--- src/rtl/uart_rx_deser.sv ---
// 8N1 UART receiver: synchronises rx, samples each bit at mid-bit and hands
// bytes out over a valid/ready interface, flagging framing errors and overruns.
module uart_rx_deser #(
    parameter int CLKS_PER_BIT = 10416,
    parameter int SYNC_STAGES  = 2
) (
    input  logic       clk,
    input  logic       rst,
    input  logic       rx,
    output logic [7:0] data_out,
    output logic       valid,
    input  logic       ready,
    output logic       frame_err,
    output logic       overrun,
    output logic       busy
);
    // Handshake: a byte is transferred on every rising edge where valid && ready;
    // data_out is held stable while valid=1 and ready=0.

    localparam int CNT_W = $clog2(CLKS_PER_BIT);
    localparam logic [CNT_W-1:0] BIT_LAST  = CNT_W'(CLKS_PER_BIT - 1);
    localparam logic [CNT_W-1:0] HALF_LAST = CNT_W'(CLKS_PER_BIT / 2 - 1);

    typedef enum logic [2:0] {
        S_IDLE,
        S_START,
        S_DATA,
        S_STOP,
        S_BREAK
    } state_t;

    state_t                 state;
    state_t                 state_nxt;
    logic [SYNC_STAGES-1:0] sync_q;
    logic                   rs;
    logic                   rs_prev;
    logic [CNT_W-1:0]       cnt;
    logic [CNT_W-1:0]       cnt_nxt;
    logic [2:0]             idx;
    logic [2:0]             idx_nxt;
    logic [7:0]             shift;
    logic                   sample_bit;
    logic                   byte_done;
    logic                   stop_bad;

    assign rs   = sync_q[SYNC_STAGES-1];
    assign busy = (state != S_IDLE);

    always_comb begin
        state_nxt  = state;
        cnt_nxt    = cnt + CNT_W'(1);
        idx_nxt    = idx;
        sample_bit = 1'b0;
        byte_done  = 1'b0;
        stop_bad   = 1'b0;
        case (state)
            S_IDLE: begin
                cnt_nxt = '0;
                if (!rs && rs_prev) begin
                    state_nxt = S_START;
                end
            end
            S_START: begin
                // Mid start bit: a line back high here was only a glitch.
                if (cnt == HALF_LAST) begin
                    cnt_nxt   = '0;
                    idx_nxt   = '0;
                    state_nxt = rs ? S_IDLE : S_DATA;
                end
            end
            S_DATA: begin
                if (cnt == BIT_LAST) begin
                    cnt_nxt    = '0;
                    sample_bit = 1'b1;
                    idx_nxt    = idx + 3'd1;
                    if (idx == 3'd7) begin
                        state_nxt = S_STOP;
                    end
                end
            end
            S_STOP: begin
                if (cnt == BIT_LAST) begin
                    cnt_nxt = '0;
                    if (rs) begin
                        byte_done = 1'b1;
                        state_nxt = S_IDLE;
                    end else begin
                        stop_bad  = 1'b1;
                        state_nxt = S_BREAK;
                    end
                end
            end
            S_BREAK: begin
                // A held-low line must rise before another start can be seen.
                cnt_nxt = '0;
                if (rs) begin
                    state_nxt = S_IDLE;
                end
            end
            default: begin
                cnt_nxt   = '0;
                state_nxt = S_IDLE;
            end
        endcase
    end

    always_ff @(posedge clk) begin
        if (!rst) begin
            sync_q  <= '1;
            rs_prev <= 1'b1;
            state   <= S_IDLE;
            cnt     <= '0;
            idx     <= '0;
            shift   <= '0;
        end else begin
            sync_q  <= {sync_q[SYNC_STAGES-2:0], rx};
            rs_prev <= rs;
            state   <= state_nxt;
            cnt     <= cnt_nxt;
            idx     <= idx_nxt;
            if (sample_bit) begin
                shift[idx] <= rs;
            end
        end
    end

    // Output register: a completing byte may replace one being consumed on the same edge.
    always_ff @(posedge clk) begin
        if (!rst) begin
            data_out  <= '0;
            valid     <= 1'b0;
            frame_err <= 1'b0;
            overrun   <= 1'b0;
        end else begin
            frame_err <= stop_bad;
            overrun   <= byte_done && valid && !ready;
            if (byte_done && (!valid || ready)) begin
                data_out <= shift;
                valid    <= 1'b1;
            end else if (valid && ready) begin
                valid <= 1'b0;
            end
        end
    end

endmodule

--- config.mk ---
export PLATFORM = sky130hd
export DESIGN_NAME = uart_rx_deser
export DESIGN_NICKNAME = d
export VERILOG_FILES = /design/src/rtl/uart_rx_deser.sv
export SDC_FILE = /design/constraint.sdc
export NUM_CORES = 1
export LEC_CHECK = 0
export ABC_AREA = 1
export CAP_MARGIN = 5
export CORE_ASPECT_RATIO = 1.4
export CORE_MARGIN = 2
export CORE_UTILIZATION = 45
export CTS_CLUSTER_SIZE = 10
export DETAILED_ROUTE_END_ITERATION = 7
export HOLD_SLACK_MARGIN = 0.12
export PLACE_DENSITY_LB_ADDON = 0.1
export SLEW_MARGIN = 25
export SYNTH_ARGS = -nofsm -noshare
export SYNTH_HDL_FRONTEND = slang
export SYNTH_SLANG_ARGS = --single-unit
--- constraint.sdc ---
create_clock -name clk -period 4.42 [get_ports clk]
set_input_delay 0.884 -clock clk [delete_from_list [all_inputs] [get_ports clk]]
set_output_delay 0.884 -clock clk [all_outputs]
set_load 0.05 [all_outputs]
==> metrics.txt <==
# TYPE chip_impl_metric gauge
chip_impl_metric{name="worst-slew-pin-transition",unit="ns"} 0.638
chip_impl_metric{name="cts_h_tree_lvls",unit=""} 2
chip_impl_metric{name="pre_cts_ws",unit="ns"} 1.27
chip_impl_info{name="worst_hold_path_type",value="flop to flop"} 1
chip_impl_metric{name="route.final.wire_length",unit="um"} 3760
chip_impl_metric{name="finalHoldViolCount",unit=""} 0
chip_impl_info{name="synth.most_common_cell",value="nand2_1"} 1
chip_impl_metric{name="route.vias.total",unit=""} 1647
chip_impl_metric{name="syn-num-nets",unit=""} 278
chip_impl_metric{name="grt_util_all_layers",unit="%"} 17.5
chip_impl_metric{name="die_h",unit="um"} 81.4
chip_impl_metric{name="fmax",unit="MHz"} 358
chip_impl_metric{name="yosysWarnings",unit=""} 0
chip_impl_metric{name="slew_violations",unit=""} 0
chip_impl_metric{name="worst_ep_arrival_time",unit="ns"} 3.01
chip_impl_metric{name="antenna_diode_instance_count",unit=""} 0
chip_impl_info{name="cts_tree",value="built"} 1
chip_impl_metric{name="max_cap_violations",unit=""} 0
chip_impl_info{name="worstReg2RegStart",value="cnt[0]"} 1
chip_impl_info{name="cp_slowest_cell",value="clkdlybuf4s50_1"} 1
chip_impl_info{name="dominantRegCellSynth",value="dfxtp_1"} 1
chip_impl_metric{name="synth.ff_latch_count",unit=""} 42
chip_impl_metric{name="drt-initial-drc-count",unit=""} 27
chip_impl_metric{name="fin_hold_ws",unit="ns"} 0.420
chip_impl_metric{name="grt_first_pass_wirelength",unit="um"} 6340
chip_impl_metric{name="finalSetupViolCount",unit=""} 0
chip_impl_metric{name="worst-path-max-fanout",unit=""} 18
chip_impl_metric{name="leakage_power",unit="uW"} 0.000911
chip_impl_metric{name="grt_overflow",unit=""} 0
chip_impl_metric{name="final_nets",unit=""} 294
chip_impl_metric{name="synth-seq-area-share",unit="%"} 43.7
chip_impl_metric{name="min_period_over_period",unit="%"} 63.2
chip_impl_info{name="synth_commonest_cells",value="nand2_1 (59), nor2_1 (57), dfxtp_1 (42), inv_1 (32)"} 1
chip_impl_info{name="timing.critical_path.from",value="rst"} 1
chip_impl_metric{name="critical_path.max_stage_delay",unit="ns"} 0.88
chip_impl_metric{name="hpwlAfterDp",unit="um"} 2760
chip_impl_metric{name="final_antenna_net_count",unit=""} 0
chip_impl_metric{name="fp-row-count",unit=""} 28
chip_impl_info{name="worstSetupEndpointType",value="flop"} 1
chip_impl_metric{name="dpl-instance-area",unit="um2"} 2090
chip_impl_info{name="path_cells",value="clkdlybuf4s50_1 -> inv_1 -> nor3_1 -> nand2_1 -> nor3b_1"} 1
chip_impl_info{name="run_status",value="complete, no violations"} 1
chip_impl_metric{name="pwr_density_cell",unit="nW/um2"} 395
chip_impl_metric{name="routed_via_density",unit=""} 4.95
chip_impl_info{name="unrepaired_setup_endpoints_after_global_routing",value="no"} 1
chip_impl_metric{name="worst_slack",unit="ns"} 1.63
chip_impl_metric{name="routabilityCongestion",unit=""} 0.842
chip_impl_metric{name="layout-area-overhead-vs-synth",unit="%"} 14.6
chip_impl_info{name="timing.hold.worst.start",value="sync_q[0]"} 1
chip_impl_metric{name="die-width",unit="um"} 59.3
chip_impl_metric{name="synth_cells",unit=""} 271
chip_impl_metric{name="cts_stage_hold_buffer_count",unit=""} 0
chip_impl_metric{name="worst_ir_drop_vdd",unit="V"} 0.000252
chip_impl_metric{name="cts_clock_pin_slew_for_the_worst_setup_and_hold_paths",unit="ns"} 0.08
chip_impl_metric{name="post_synthesis_mean_instance_area",unit="um2"} 7.10
chip_impl_metric{name="clock_sink_count",unit=""} 42
chip_impl_metric{name="totalNegativeSetupSlack",unit="ns"} 0
chip_impl_metric{name="post_cts_buffers",unit=""} 0
chip_impl_metric{name="place.detailed.instances",unit=""} 325
chip_impl_info{name="synthTopCellsByArea",value="dfxtp_1 (44%), nand2_1 (12%), nor2_1 (11%), inv_1 (6.2%), nand3_1 (2.9%)"} 1
chip_impl_metric{name="final_standard_cell_area_without_fillers",unit="um2"} 2200
chip_impl_metric{name="ioPinCount",unit=""} 16
chip_impl_metric{name="async_flop_share",unit="%"} 0
chip_impl_metric{name="port_buffers",unit=""} 15
chip_impl_info{name="root_buffer",value="clkbuf_8"} 1
chip_impl_metric{name="detail_route.drc_violations",unit=""} 0
chip_impl_metric{name="grt_antenna_before_repair",unit=""} 0
chip_impl_metric{name="initial_utilization",unit="%"} 46.1
chip_impl_metric{name="clock_tree.buffer_depth",unit=""} 2
chip_impl_metric{name="detailedRoute.firstPassIterationCount",unit=""} 5
chip_impl_metric{name="worstSkewPairLatency",unit="ns"} 0.30
chip_impl_metric{name="synth_edf_count",unit=""} 0
chip_impl_info{name="critPathLaunchType",value="primary input"} 1
chip_impl_info{name="criticalPathCategory",value="primary input to flop"} 1
chip_impl_metric{name="relSlewSlack",unit="%"} 57.4
chip_impl_metric{name="routedWlPerCell",unit="um"} 11.3
chip_impl_metric{name="yosys.area.top_type_share",unit="%"} 43.7
chip_impl_metric{name="synth.lib_cells_used.distinct",unit=""} 30
chip_impl_metric{name="core_region_area",unit="um2"} 4170
chip_impl_metric{name="largest_net_degree_at_the_start_of_global_routing",unit=""} 19
chip_impl_metric{name="timing.critical_path.required",unit="ns"} 4.64
chip_impl_metric{name="syn_area",unit="um2"} 1920
chip_impl_metric{name="stdcell_count",unit=""} 333
chip_impl_metric{name="first_global_vias",unit=""} 1501
chip_impl_metric{name="final_period_minus_worst_setup_slack",unit="ns"} 2.79
chip_impl_metric{name="finClkSkew",unit="ns"} 0.00896
chip_impl_info{name="synth_largest_area_cell",value="dfxtp_1"} 1
chip_impl_metric{name="cts-buffers-inserted",unit=""} 5
chip_impl_metric{name="cts_repair_resize_count",unit=""} 0
chip_impl_metric{name="final_layout_size_suffix_gt1_share",unit="%"} 6.25
chip_impl_metric{name="die_ar",unit="um2"} 4820
placed cells by master, fill, tap and decap left out, drive strengths merged:
cell type | Yosys | layout
nor4 | 1 | 1
ha | 3 | 3
a31oi | 1 | 1
o21ai | 10 | 10
xnor2 | 1 | 1
nand2 | 60 | 60
nand3 | 12 | 12
a21o | 1 | 1
clkinvlp | 0 | 1
inv | 32 | 32
dfxtp | 42 | 42
nor3 | 14 | 14
nor3b | 3 | 3
bufinv | 0 | 1
clkinv | 1 | 1
nor2 | 60 | 60
o21bai | 1 | 1
or2 | 2 | 2
clkdlybuf4s50 | 0 | 15
a21oi | 10 | 10
o22ai | 1 | 1
clkbuf | 1 | 6
nand4 | 6 | 6
xor2 | 4 | 4
stage by stage:
step | utilization [%] | total power, uW
global route | 52.9 | 922
floorplan | - | 539
global placement | 50.2 | 581
CTS | 52.9 | 883
detailed placement | 50.2 | 582
finish | 52.9 | 872
sequential cells by signal (all words and copies together) (netlist names), 2 cells and up:
| signal | cells |
|---|---|
| cnt | 14 |
| data_out | 8 |
| shift | 8 |
| idx | 3 |
| state | 3 |
| sync_q | 2 |
cell type report:
type / instances / area (um2)
Clock buffer: 6 / 72.6
Sequential cell: 42 / 841
Multi-Input combinational cell: 190 / 923
Timing Repair Buffer: 15 / 150
Clock inverter: 2 / 37.5
Inverter: 33 / 124
Fill cell: 426 / 1960
Tap cell: 45 / 56.3
path summary, 6_finish.rpt:
check	end	slack [ns]	cells after the start
hold reg to reg	sync_q[1]	0.42	1
hold / removal	sync_q[1]	0.42	1
setup reg to reg	cnt[12]	2.62	8
setup / recovery	cnt[10]	1.63	5
cells by family after synthesis:
logic type	count (synthesis)	synth area share [%]
xor gates and xnor gates	5	2.28
DFF	42	43.7
AOI/OAI and AO/OA	24	6.83
buffers and inverters	39	8.26
and+or+nand+nor	158	37.0
adders and majority gates	3	1.95
where the power goes:
group | leakage, uW | internal (uW) | switching [uW] | total, uW
Combinational | 0.000521 | 49.7 | 114 | 163
Sequential | 0.000339 | 393 | 14.2 | 407
Clock | 0.0000514 | 169 | 133 | 302
metal layers:
layer	GRT usage (%)	vias to the layer above	wire length, um
li1	-	881	-
met2	32.6	17	1950
met4	8.18	0	80
met5	0	-	0
met1	17.9	742	1620
met3	3.82	7	106
critical path, delay by kind of cell:
family,cells,cell delay [ns]
buffers and inverters,2,1.23
and+or+nand+nor,3,0.90
Power figures use the tool's default switching activity.
